`src/rtl/alu_exec_ctrl_if.sv`:
```
// rtl/alu_exec_ctrl_if.sv - operation, load, ALU and debug signal bundle for alu_exec_ctrl
//
// Purpose: groups every non-clock signal of the execute-stage controller.
// Modports:
//   slave  - the controller: takes op/load/debug requests and ALU results,
//            drives op_ready, ALU operands/select, ccr, done and dbg_data.
//   master - the surrounding environment (requester, ALU and debug reader).
// Signals:
//   op_valid/op_ready, op_sel, op_srca, op_srcb, op_dst, op_wen  operation handshake
//   ld_valid, ld_reg, ld_data                                    direct register load
//   alu_a, alu_b, alu_sel, alu_result, alu_nzvc                  ALU connection
//   ccr, done                                                    status
//   dbg_reg, dbg_data                                            debug read port

interface alu_exec_ctrl_if #(
    parameter int IW = 2
) ();
    logic          op_valid;
    logic          op_ready;
    logic [2:0]    op_sel;
    logic [IW-1:0] op_srca;
    logic [IW-1:0] op_srcb;
    logic [IW-1:0] op_dst;
    logic          op_wen;
    logic          ld_valid;
    logic [IW-1:0] ld_reg;
    logic [7:0]    ld_data;
    logic [7:0]    alu_a;
    logic [7:0]    alu_b;
    logic [2:0]    alu_sel;
    logic [7:0]    alu_result;
    logic [3:0]    alu_nzvc;
    logic [3:0]    ccr;
    logic          done;
    logic [IW-1:0] dbg_reg;
    logic [7:0]    dbg_data;

    modport slave (
        input  op_valid, op_sel, op_srca, op_srcb, op_dst, op_wen,
        input  ld_valid, ld_reg, ld_data,
        input  alu_result, alu_nzvc,
        input  dbg_reg,
        output op_ready, alu_a, alu_b, alu_sel, ccr, done, dbg_data
    );

    modport master (
        output op_valid, op_sel, op_srca, op_srcb, op_dst, op_wen,
        output ld_valid, ld_reg, ld_data,
        output alu_result, alu_nzvc,
        output dbg_reg,
        input  op_ready, alu_a, alu_b, alu_sel, ccr, done, dbg_data
    );
endinterface

```
`src/rtl/alu_exec_ctrl.sv`:
```
// rtl/alu_exec_ctrl.sv - execute-stage controller in front of an 8-bit ALU
//
// Purpose: small register file plus a two-state IDLE/EXEC sequencer. An op
// accepted in IDLE registers its operands onto the ALU inputs; one cycle
// later the ALU result is written back (optionally), the CCR is updated and
// done pulses. One operation every two clocks.
// Ports:
//   clk  - rising-edge clock
//   rst  - synchronous, active-high reset
//   bus  - alu_exec_ctrl_if.slave (op handshake, load port, ALU, ccr, done, debug)

module alu_exec_ctrl #(
    parameter int         NUM_REGS  = 4,
    parameter logic [3:0] CCR_RESET = 4'b0000
) (
    input  logic           clk,
    input  logic           rst,
    alu_exec_ctrl_if.slave bus
);
    localparam int IW = $clog2(NUM_REGS);

    typedef enum logic {
        IDLE = 1'b0,
        EXEC = 1'b1
    } state_t;

    state_t        state_q;
    state_t        state_d;
    logic [7:0]    regs [NUM_REGS];
    logic [IW-1:0] dst_q;
    logic          wen_q;
    logic [7:0]    alu_a_q;
    logic [7:0]    alu_b_q;
    logic [2:0]    alu_sel_q;
    logic [3:0]    ccr_q;
    logic          done_q;
    logic          accept;
    logic          retire;
    logic          logic_op;

    always_comb begin
        state_d = state_q;
        accept  = 1'b0;
        retire  = 1'b0;
        case (state_q)
            IDLE: begin
                if (bus.op_valid) begin
                    accept  = 1'b1;
                    state_d = EXEC;
                end
            end
            EXEC: begin
                retire  = 1'b1;
                state_d = IDLE;
            end
        endcase
    end

    // alu_sel_q doubles as the latched select of the op in flight.
    // AND/OR leave V and C undefined at the ALU, so those bits are kept.
    assign logic_op = (alu_sel_q[2:1] == 2'b01);

    always_ff @(posedge clk) begin
        if (rst) begin
            state_q   <= IDLE;
            dst_q     <= '0;
            wen_q     <= 1'b0;
            alu_a_q   <= 8'h00;
            alu_b_q   <= 8'h00;
            alu_sel_q <= 3'b000;
            ccr_q     <= CCR_RESET;
            done_q    <= 1'b0;
            for (int i = 0; i < NUM_REGS; i++) begin
                regs[i] <= 8'h00;
            end
        end else begin
            state_q <= state_d;
            done_q  <= retire;

            // Operands come from the register contents before this edge;
            // a same-edge load or writeback is deliberately not forwarded.
            if (accept) begin
                alu_a_q   <= regs[bus.op_srca];
                alu_b_q   <= regs[bus.op_srcb];
                alu_sel_q <= bus.op_sel;
                dst_q     <= bus.op_dst;
                wen_q     <= bus.op_wen;
            end

            if (retire) begin
                ccr_q <= logic_op ? {bus.alu_nzvc[3:2], ccr_q[1:0]} : bus.alu_nzvc;
            end

            // Writeback has priority over a load to the same register.
            for (int i = 0; i < NUM_REGS; i++) begin
                if (retire && wen_q && (dst_q == IW'(i))) begin
                    regs[i] <= bus.alu_result;
                end else if (bus.ld_valid && (bus.ld_reg == IW'(i))) begin
                    regs[i] <= bus.ld_data;
                end
            end
        end
    end

    assign bus.op_ready = (state_q == IDLE);
    assign bus.alu_a    = alu_a_q;
    assign bus.alu_b    = alu_b_q;
    assign bus.alu_sel  = alu_sel_q;
    assign bus.ccr      = ccr_q;
    assign bus.done     = done_q;
    assign bus.dbg_data = regs[bus.dbg_reg];
endmodule

```
`src/flat_wrapper.sv`:
```
// flat-port wrapper written by rule: the top's interface ports become plain ports
module alu_exec_ctrl_flat 
#(
    parameter int         NUM_REGS  = 4,
    parameter logic [3:0] CCR_RESET = 4'b0000
)
  (clk, rst, bus_op_valid, bus_op_sel, bus_op_srca, bus_op_srcb, bus_op_dst, bus_op_wen, bus_ld_valid, bus_ld_reg, bus_ld_data, bus_alu_result, bus_alu_nzvc, bus_dbg_reg, bus_op_ready, bus_alu_a, bus_alu_b, bus_alu_sel, bus_ccr, bus_done, bus_dbg_data);
  alu_exec_ctrl_if #(.IW(2)) bus_i ();
  input  logic clk;
  input  logic rst;
  input wire logic [$bits(bus_i.op_valid)-1:0] bus_op_valid;
  input wire logic [$bits(bus_i.op_sel)-1:0] bus_op_sel;
  input wire logic [$bits(bus_i.op_srca)-1:0] bus_op_srca;
  input wire logic [$bits(bus_i.op_srcb)-1:0] bus_op_srcb;
  input wire logic [$bits(bus_i.op_dst)-1:0] bus_op_dst;
  input wire logic [$bits(bus_i.op_wen)-1:0] bus_op_wen;
  input wire logic [$bits(bus_i.ld_valid)-1:0] bus_ld_valid;
  input wire logic [$bits(bus_i.ld_reg)-1:0] bus_ld_reg;
  input wire logic [$bits(bus_i.ld_data)-1:0] bus_ld_data;
  input wire logic [$bits(bus_i.alu_result)-1:0] bus_alu_result;
  input wire logic [$bits(bus_i.alu_nzvc)-1:0] bus_alu_nzvc;
  input wire logic [$bits(bus_i.dbg_reg)-1:0] bus_dbg_reg;
  output wire logic [$bits(bus_i.op_ready)-1:0] bus_op_ready;
  output wire logic [$bits(bus_i.alu_a)-1:0] bus_alu_a;
  output wire logic [$bits(bus_i.alu_b)-1:0] bus_alu_b;
  output wire logic [$bits(bus_i.alu_sel)-1:0] bus_alu_sel;
  output wire logic [$bits(bus_i.ccr)-1:0] bus_ccr;
  output wire logic [$bits(bus_i.done)-1:0] bus_done;
  output wire logic [$bits(bus_i.dbg_data)-1:0] bus_dbg_data;
  assign bus_i.op_valid = bus_op_valid;
  assign bus_i.op_sel = bus_op_sel;
  assign bus_i.op_srca = bus_op_srca;
  assign bus_i.op_srcb = bus_op_srcb;
  assign bus_i.op_dst = bus_op_dst;
  assign bus_i.op_wen = bus_op_wen;
  assign bus_i.ld_valid = bus_ld_valid;
  assign bus_i.ld_reg = bus_ld_reg;
  assign bus_i.ld_data = bus_ld_data;
  assign bus_i.alu_result = bus_alu_result;
  assign bus_i.alu_nzvc = bus_alu_nzvc;
  assign bus_i.dbg_reg = bus_dbg_reg;
  assign bus_op_ready = bus_i.op_ready;
  assign bus_alu_a = bus_i.alu_a;
  assign bus_alu_b = bus_i.alu_b;
  assign bus_alu_sel = bus_i.alu_sel;
  assign bus_ccr = bus_i.ccr;
  assign bus_done = bus_i.done;
  assign bus_dbg_data = bus_i.dbg_data;
  alu_exec_ctrl #(.NUM_REGS(NUM_REGS), .CCR_RESET(CCR_RESET)) u_core (.clk(clk), .rst(rst), .bus(bus_i));
endmodule
```
`config.mk`:
```
export PLATFORM = sky130hd
export DESIGN_NAME = alu_exec_ctrl_flat
export DESIGN_NICKNAME = d
export VERILOG_FILES = /design/src/rtl/alu_exec_ctrl_if.sv /design/src/rtl/alu_exec_ctrl.sv /design/src/flat_wrapper.sv
export SDC_FILE = /design/constraint.sdc
export NUM_CORES = 1
export LEC_CHECK = 0
export BUFFER_PORTS_ARGS = -buffer_cell sky130_fd_sc_hd__buf_4
export CORE_MARGIN = 10
export CORE_UTILIZATION = 45
export DETAILED_ROUTE_END_ITERATION = 10
export PLACE_DENSITY = 0.69
export SKIP_LAST_GASP = 1
export SLEW_MARGIN = 25
export SYNTH_ARGS = -nofsm -noshare
export SYNTH_HDL_FRONTEND = slang
export SYNTH_SLANG_ARGS = --single-unit
```
`constraint.sdc`:
```
create_clock -name clk -period 3.2 [get_ports clk]
set_clock_uncertainty 0.15 [all_clocks]
set_input_delay 0.32 -clock clk [delete_from_list [all_inputs] [get_ports clk]]
set_output_delay 0.32 -clock clk [all_outputs]
set_load 0.005 [all_outputs]
```
==> results, run 1 <==
- The endpoint identified for the worst register-to-register timing path is u_core.regs[2][5].
- For this block, the routed nets add up to 7.31 mm of wire.
- The cell with the most instances after synthesis is nand2_1.
- The count of yosys warnings during synthesis is 0.
- The primary flip-flop cell chosen by synthesis mapping is edfxtp_1.
- STA classifies the critical path endpoint as a register.
- The number of optimization iterations in the first detailed-route pass is 4.
- Across the run, the number of max-cap violations was 0.
- The power density over the cells is 475 mW/mm^2.
- The number of gates resized after CTS was 0.
- The number of diodes added for antenna fixing is 0.
- The fraction of layout cells with a size suffix above 1 is 38.2%.
- The xor-xnor portion of the synthesized cell area is 0%.
- Summed over all nets, the half-perimeter wirelength after detailed placement is 5.66 mm.
- The area added between synthesis and finish is 23.0%.
- The sequential fraction of the synthesis area is 49.8%.
- The filler cells instantiated in the layout total 558.
- The per-cell via count in the routed design is 5.90.
- The standby leakage power is 1.47 nW.
- The average routed wire per standard cell is 18.9 um.
- The share of the core filled with cells is 58.1%.
- Sorting the synthesized cells by how often they occur yields nand2_1 (44), a22o_1 (32), edfxtp_1 (32).
- In the routed design, unresolved DRC markers number 0.
- By startpoint and endpoint, the worst setup path is classified as reg -> reg.
- The tightest min-delay check is of the in -> reg type.
- The number of buffers created by CTS is 9.
- The final route contains 2277 vias.
- The overall die height is 102 um.
- After routing, the total negative slack on setup checks comes to 0 ns.
- The first routing iteration left 65 violations.
- The number of hold-slack violations in the final timing report is 0.
- Derived from the worst setup path, the maximum achievable clock frequency is 514 MHz.
- In this run, post-CTS hold repair placed 0 buffers.
- After synthesis, the cell types taking the most area are edfxtp_1 (31%), dfxtp_1 (18%), mux4_2 (18%), a22o_1 (9.2%), nand2_1 (5.4%).
- The floorplan die area is 0.0105 mm^2.
- Global routing used 14.1% of the available tracks across all layers.
- The synthesized netlist contains 28 unique library cells.
- The most utilized layer in the global route result is met2.
- The final-report max-slew violation count is 0.
- The number of non-filler instances in the completed layout is 386.
- Once layout is done, the placed cells without fillers occupy 0.00375 mm^2.
- The slew at the pin closest to its max-slew limit is 0.829 ns.
- The area occupied by multi-input gates is 0.00141 mm^2.
- The post-synth net total is 280.
- The H-tree depth is 3.
- The flow ran to the end, and the final reports show no timing, DRC or antenna violations.
- The floorplan step set the die width to 102 um.
- The post-detailed-route count of antenna-violating nets is 0.
- Of all cell types, the one taking the most synthesized area is edfxtp_1.
- The cell area that synthesis handed to floorplanning was 0.00305 mm^2.
- In this run the most critical hold path is launched from bus_alu_nzvc[2].
- The first-pass GRT wire length is 11.6 mm.
- For this configuration, the core starts out at a cell density of 47.3%.
- The maximum ir drop on the vdd rail is 0.235 mV.
- After Yosys synthesis, full adders, half adders and majority gates account for 0% of the synthesized area.
- The synthesized netlist devotes 13.2% of its cell area to simple gates.
- The number of ports placed on the die boundary is 71.
- The instance count of the mapped netlist is 242.
- The net count of the finished layout is 342.
- The count of final setup violators is 0.
- The clock-pin slew on the worst setup and hold paths is 0.06 ns.
- The synthesized flop and latch total is 60.
- The number of buffers inserted by port buffering is 70.
- The post-synthesis compound-gate area fraction is 14.4%.
- The initial antenna violation count is 0.
- The largest net degree at the start of global routing is 44.
- The number of enable flip-flop cells after synthesis is 32.
- The global-route met3 utilization is 3.64%.
- Data on the critical path arrives at its endpoint at 1.79 ns.
- After synthesis, the share of cell area in mux cells is 18.4%.
- The post-CTS setup-driven buffer insertion count is 0.
- In this run the tightest slew margin relative to its limit is 44.7%.
- Summing all flip-flop and latch instances after layout gives 0.00152 mm^2.
- The routability congestion estimate is 0.755.
- The setup slack on the worst flop-to-flop path is 1.26 ns.
- The root buffer cell is clkbuf_8.
- For this run, asynchronously set or reset flops after synthesis account for 0%.
- The final critical path takes up 60.8% of the cycle.
- The number of cell instances on the worst register-to-register path is 2.
- The core region is 0.00646 mm^2.
- Along the worst path, the maximum fanout reaches 11.
- The clock reaches the later pin of the worst-skew pair after 0.34 ns.
- STA classifies the critical path startpoint as a register.
- After global routing the overflow that remains totals 0.
- By area, the combinational part of the netlist is dominated by multiplexers.
- The post-placement cell area is 0.00356 mm^2.
- The mean instance size in the synthesized netlist is 12.6 um^2.
- For met1 alone, demand over resource in global routing was 19.3%.
- The cell row count is 29.
- Setup repair after global routing left no endpoint under its margin.
- The launch point of the worst reg-to-reg path is u_core.state_q.
- The number of placed instances, taps included, is 370.
- The via count of the first global-routing pass is 2234.
- For the worst setup path, the data required time is 3.04 ns.
- The clock net in this run drives a total of 60 sinks.
- Counting I/O delays and the setup requirement, the final critical path takes 1.94 ns.
- The number of buffers between clock root and the deepest sink is 2.
- The path with the worst hold slack has its endpoint at u_core.bus.ccr[2].
- The worst hold path passes through 3 cells.
- The clock tree from TritonCTS is built.
- The share of synthesized area in the top cell type comes to 31.5%.
- In the global route stage, met2 resource usage came out at 20.2%.
[final cells by class]
type / instances / area share (%)
well taps: 77 / 2.57
flip-flops and latches: 60 / 40.5
repair buffers: 71 / 14.2
multi-input cells: 160 / 37.4
clock buffers: 15 / 4.97
inverters: 2 / 0.200
clock inverters: 1 / 0.133
[per-layer routing]
layer / wire (um) / share of wire, % / vias to the layer above
li1: - / - / 1060
met2: 3280 / 45 / 87
met4: 123 / 1.7 / 0
met5: 0 / 0 / -
met3: 598 / 8.2 / 10
met1: 3310 / 45 / 1120
[sequential cells by signal, summed over array words and instances (netlist names)]
register and flops:
u_core.wen_q 1, u_core.bus.alu_a 8, u_core.bus.alu_b 8, u_core.bus.done 1
u_core.dst_q 2, u_core.bus.ccr 4, u_core.state_q 1, u_core.regs 32
u_core.bus.alu_sel 3
[logic make-up after synthesis]
logic type	count (synthesis)
buffers and inverters	22
AOI/OAI and AO/OA	61
DFF	60
muxes	26
and+or+nand+nor	73
[layout by cell type (no fill, tap or decap), drive strengths merged, types with 3 or more instances in the layout]
cell	instances
mux4	24
nor2b	10
edfxtp	32
buf	71
clkbuf	15
a21oi	24
a22o	32
nor2	6
dfxtp	28
nand3b	3
nand2	44
[where the power goes]
| group | leakage (nW) | internal (mW) | total [mW] | switching (mW) |
|---|---|---|---|---|
| clock network | 0.0997 | 0.365 | 0.648 | 0.283 |
| registers | 0.564 | 0.856 | 0.888 | 0.0324 |
| logic | 0.802 | 0.137 | 0.245 | 0.109 |
[how the worst max path moves through the flow]
stage                     slack (ns)            from  cells past startpoint           endpoint
final                           1.26  u_core.state_q                      2  u_core.regs[2][5]
after global routing            1.12  u_core.state_q                      2  u_core.regs[2][5]
after CTS                       1.24  u_core.state_q                      2  u_core.regs[2][5]
after detailed placement        1.21             rst                      3  u_core.regs[1][7]
after global placement          1.26             rst                      3  u_core.regs[1][5]
after floorplan                 1.46  u_core.state_q                      4  u_core.regs[1][0]
[worst max-delay path, cell delays in order (launching register included)]
cell     delay [ns]
dfxtp_1        0.58
and4b_2        0.46
a311o_1        0.41
[per-stage QoR]
step | hold WS [ns] | total power, mW | worst slack, ns
after floorplan | 0.303 | 1.03 | 1.46
after global placement | 0.293 | 1.15 | 1.26
after detailed placement | 0.298 | 1.15 | 1.21
after CTS | 0.0603 | 1.79 | 1.24
after global routing | 0.0710 | 1.86 | 1.12
final | 0.0668 | 1.78 | 1.26
(Power assumes the default switching activity.)
==> inputs of run 2 (changes only) <==
Settings changed: ABC_AREA from default to 1, PLACE_DENSITY 0.69 to 0.7.
Clock period 3.2 ns to 1.6 ns, I/O delays scaled along.
==> results, run 2 <==
- The cell area after synthesis came to 0.00344 mm^2 (was 0.00305 mm^2).
- The per-cell via count in the routed design is 5.02 (was 5.90).
- The data required time of the critical path is 1.29 ns (was 3.04 ns).
- The via count is 3517 (was 2277).
- The mean instance size in the synthesized netlist is 6.93 um^2 (was 12.6 um^2).
- The count of final setup violators is 0 (unchanged).
- The post-placement cell area is 0.00411 mm^2 (was 0.00356 mm^2).
- The clock latency of the later-clocked register in the worst-skew pair is 0.34 ns (about the same).
- The flip-flop count of the largest register, all copies and words added is 32 (unchanged).
- The relative slew slack is 71.7% (was 44.7%).
- The met2 track demand over resource came to 28.0% (was 20.2%).
- Result of the run: finished clean (unchanged).
- The critical path start-end classification is reg -> out (was reg -> reg).
- The minimum setup slack in the final design is 0.0270 ns (was 1.26 ns).
- The clock-pin slew on the worst setup and hold paths was 0.07 ns (was 0.06 ns).
- The worst setup slack before clock tree synthesis is 0.0125 ns (was 1.21 ns).
- The initial standard-cell utilization of the core is 47.0% (was 47.3%).
- The core region area is 0.00733 mm^2 (was 0.00646 mm^2).
- The instance count of the mapped netlist is 497 (was 242).
- The primary flip-flop cell chosen by synthesis mapping is edfxtp_1 (unchanged).
- The largest driver fanout on the critical path is 2 (was 11).
- The floorplan die area is 0.0116 mm^2 (was 0.0105 mm^2).
- Leading cell types in the layout, fill and taps excluded: nand2_1 (110), buf_4 (88), nor2_1 (77) (was buf_4 (71), nand2_1 (44), a22o_1 (32), edfxtp_1 (32), dfxtp_1 (28)).
- The storage element area is 0.00152 mm^2 (about the same).
- The first-pass GRT wire length is 16.2 mm (was 11.6 mm).
- The number of diodes added for antenna fixing is 0 (unchanged).
- The root buffer cell is clkbuf_8 (unchanged).
- The sequential fraction of the synthesis area came to 44.2% (was 49.8%).
- The number of buffers between clock root and the deepest sink is 2 (unchanged).
- The path category of the worst min-delay check is in -> reg (unchanged).
- The number of optimization iterations in the first detailed-route pass was 4 (unchanged).
- The initial antenna violation count is 0 (unchanged).
- The cell with the most instances after synthesis was nand2_1 (unchanged).
- The design area came to 0.00463 mm^2 (was 0.00375 mm^2).
- The final-report max-slew violation count is 0 (unchanged).
- The H-tree depth was 3 (unchanged).
- The cell type with the largest total area after synthesis was edfxtp_1 (unchanged).
- The clock sink count was 60 (unchanged).
- The fraction of layout cells with a size suffix above 1 is 22.3% (was 38.2%).
- The overall power after layout is 3.98 mW (was 1.78 mW).
- The slew at the pin closest to its max-slew limit came to 0.423 ns (was 0.829 ns).
- Top cells by area in the synthesized netlist: edfxtp_1 (28%), dfxtp_1 (16%), nand2_1 (12%), nor2_1 (8.5%), inv_1 (7.5%) (was edfxtp_1 (31%), dfxtp_1 (18%), mux4_2 (18%), a22o_1 (9.2%), nand2_1 (5.4%)).
- The most frequent standard cell in the layout excluding fill and tap cells is nand2_1 (was buf_4).
- The clock tree from TritonCTS is built (unchanged).
- The global-route usage over all layers is 17.3% (was 14.1%).
- The number of enable flip-flop cells after synthesis was 32 (unchanged).
- The overall die height was 107 um (was 102 um).
- The die width came to 107 um (was 102 um).
- The average routed wire per standard cell is 14.1 um (was 18.9 um).
- Setup repair after global routing missed its margin: true (was false).
- The global-route met3 utilization came to 3.35% (was 3.64%).
- The residual overflow from global routing came to 0 (unchanged).
- The number of buffers created by CTS is 9 (unchanged).
- The count of yosys warnings during synthesis was 0 (unchanged).
- The final-stage net count came to 635 (was 342).
- The cell row count is 31 (was 29).
- The filler cell count is 662 (was 558).
- The arrival time of data at the critical path endpoint was 1.26 ns (was 1.79 ns).
- Top cells by count, synth: nand2_1 (112), nor2_1 (78), inv_1 (69) (was nand2_1 (44), a22o_1 (32), edfxtp_1 (32)).
- The via count of the first global-routing pass is 3279 (was 2234).
- The detailed-placement wirelength estimate came to 7.23 mm (was 5.66 mm).
- Dividing the final minimum period by the clock period gives 98.3%.
- The largest register by flop count is u_core.regs (unchanged).
- The kind of start point of the critical path is a register (unchanged).
- The number of violations of the max-capacitance limit came to 0 (unchanged).
- The share of the core filled with cells is 63.1% (was 58.1%).
- The share of the synthesized area in the top cell type is 27.9% (was 31.5%).
- The clock period could shrink to 1.57 ns.
- The standby leakage power is 2.29 nW (was 1.47 nW).
- The category of the worst setup path capture point is an output port (was register).
- The global-route met1 utilization was 22.4% (was 19.3%).
- The area added between synthesis and finish is 34.4% (was 23.0%).
- The detailed-route wire length is 9.90 mm (was 7.31 mm).
- The maximum ir drop on the vdd rail was 0.437 mV (was 0.235 mV).
- The highest clock frequency the design can meet is 636 MHz.
- The synthesized flop and latch total was 60 (unchanged).
- The post-synth net total came to 535 (was 280).
- The area occupied by multi-input gates is 0.00158 mm^2 (was 0.00141 mm^2).
- The number of ports placed on the die boundary is 71 (unchanged).
- The power density over the cells was 861 mW/mm^2 (was 475 mW/mm^2).
- The remaining design rule violation count is 0 (unchanged).
- The number of buffers inserted by port buffering is 70 (unchanged).
- The post-route setup TNS was 0 ns (unchanged).
- The post-synthesis cell type count was 19 (was 28).
- The post-detailed-route count of antenna-violating nets came to 0 (unchanged).
- The most utilized layer in the global route result was met2 (unchanged).
- The number of violations reported at the end of detailed-routing iteration 0 is 193 (was 65).
- The number of hold-slack violations in the final timing report is 0 (unchanged).
- The routability congestion estimate was 0.884 (was 0.755).
- The largest net degree at the start of global routing is 33 (was 44).
- The async set-or-reset flop fraction in the synthesized netlist came to 0% (unchanged).
[run 2: changes by cell type after synthesis, moves of 5 or more]
cell	change
nor2b_1	-10
o21ai_0	+43
nand2_1	+68
a21oi_1	+21
inv_1	+67
nand3_1	+35
o211ai_1	+16
nor2_1	+73
mux4_2	-24
inv_2	+5
buf_2	+8
a22o_1	-32
[run 2: path summary, 6_finish.rpt]
check        slack (ns)                  start                    end  depth (start not counted)
min reg2reg        0.32  u_core.bus.alu_sel[2]  u_core.bus.alu_sel[2]                          2
max                0.03      u_core.regs[1][4]        bus_dbg_data[4]                          5
max reg2reg        0.11        u_core.dst_q[0]      u_core.regs[1][6]                          7
min                0.01         bus_ld_data[4]      u_core.regs[3][4]                          3
[run 2: area by class of cell]
type	instances	area share, %
clock inverters	7	1.76
clock buffers	9	2.68
well taps	99	2.68
repair buffers	112	19.9
inverters	74	6.00
multi-input cells	340	34.1
flip-flops and latches	60	32.9
[run 2: cells by family (layout without fill, tap and decap cells)]
kind of cell,Yosys count,after routing,synth area share [%]
flip-flops,60,60,44.2
AO/OA/AOI/OAI,107,107,17.0
buffers and inverters,97,202,11.3
AND/OR/NAND/NOR,233,233,27.5
[run 2: metrics by stage]
step / hold WS, ns / std cells
6_report: 0.0145 / 701
5_1_grt: 0.0228 / 701
4_1_cts: 0.000466 / 694
3_5_place_dp: 0.244 / 656
3_3_place_gp: 0.238 / 656
2_1_floorplan: 0.145 / 497
[run 2: power by group]
| part | switching (mW) | leakage (nW) | internal (mW) |
|---|---|---|---|
| Combinational | 0.382 | 1.62 | 0.341 |
| Clock | 0.600 | 0.105 | 0.855 |
| Sequential | 0.0705 | 0.566 | 1.73 |
[run 2: worst max-delay path, cell delays in order, from the launching register on]
cell and delay [ns]:
edfxtp_1 0.38, inv_2 0.06, o21ai_0 0.10, a21oi_1 0.19, a21oi_2 0.06, buf_4 0.14
[run 2: timing repair]
action                     4_1_cts  5_1_grt
hold endpoints to repair        17        0
hold buffers                    22        0
gates resized for setup          4       22
pin swaps                        0        3
setup buffers                    0        7
setup endpoints to repair        6       48
[run 2: metal layers]
metal,up-vias,part of all wire (%)
met5,-,0
met1,1603,45
li1,1802,-
met3,11,5.7
met4,0,1.3
met2,101,48
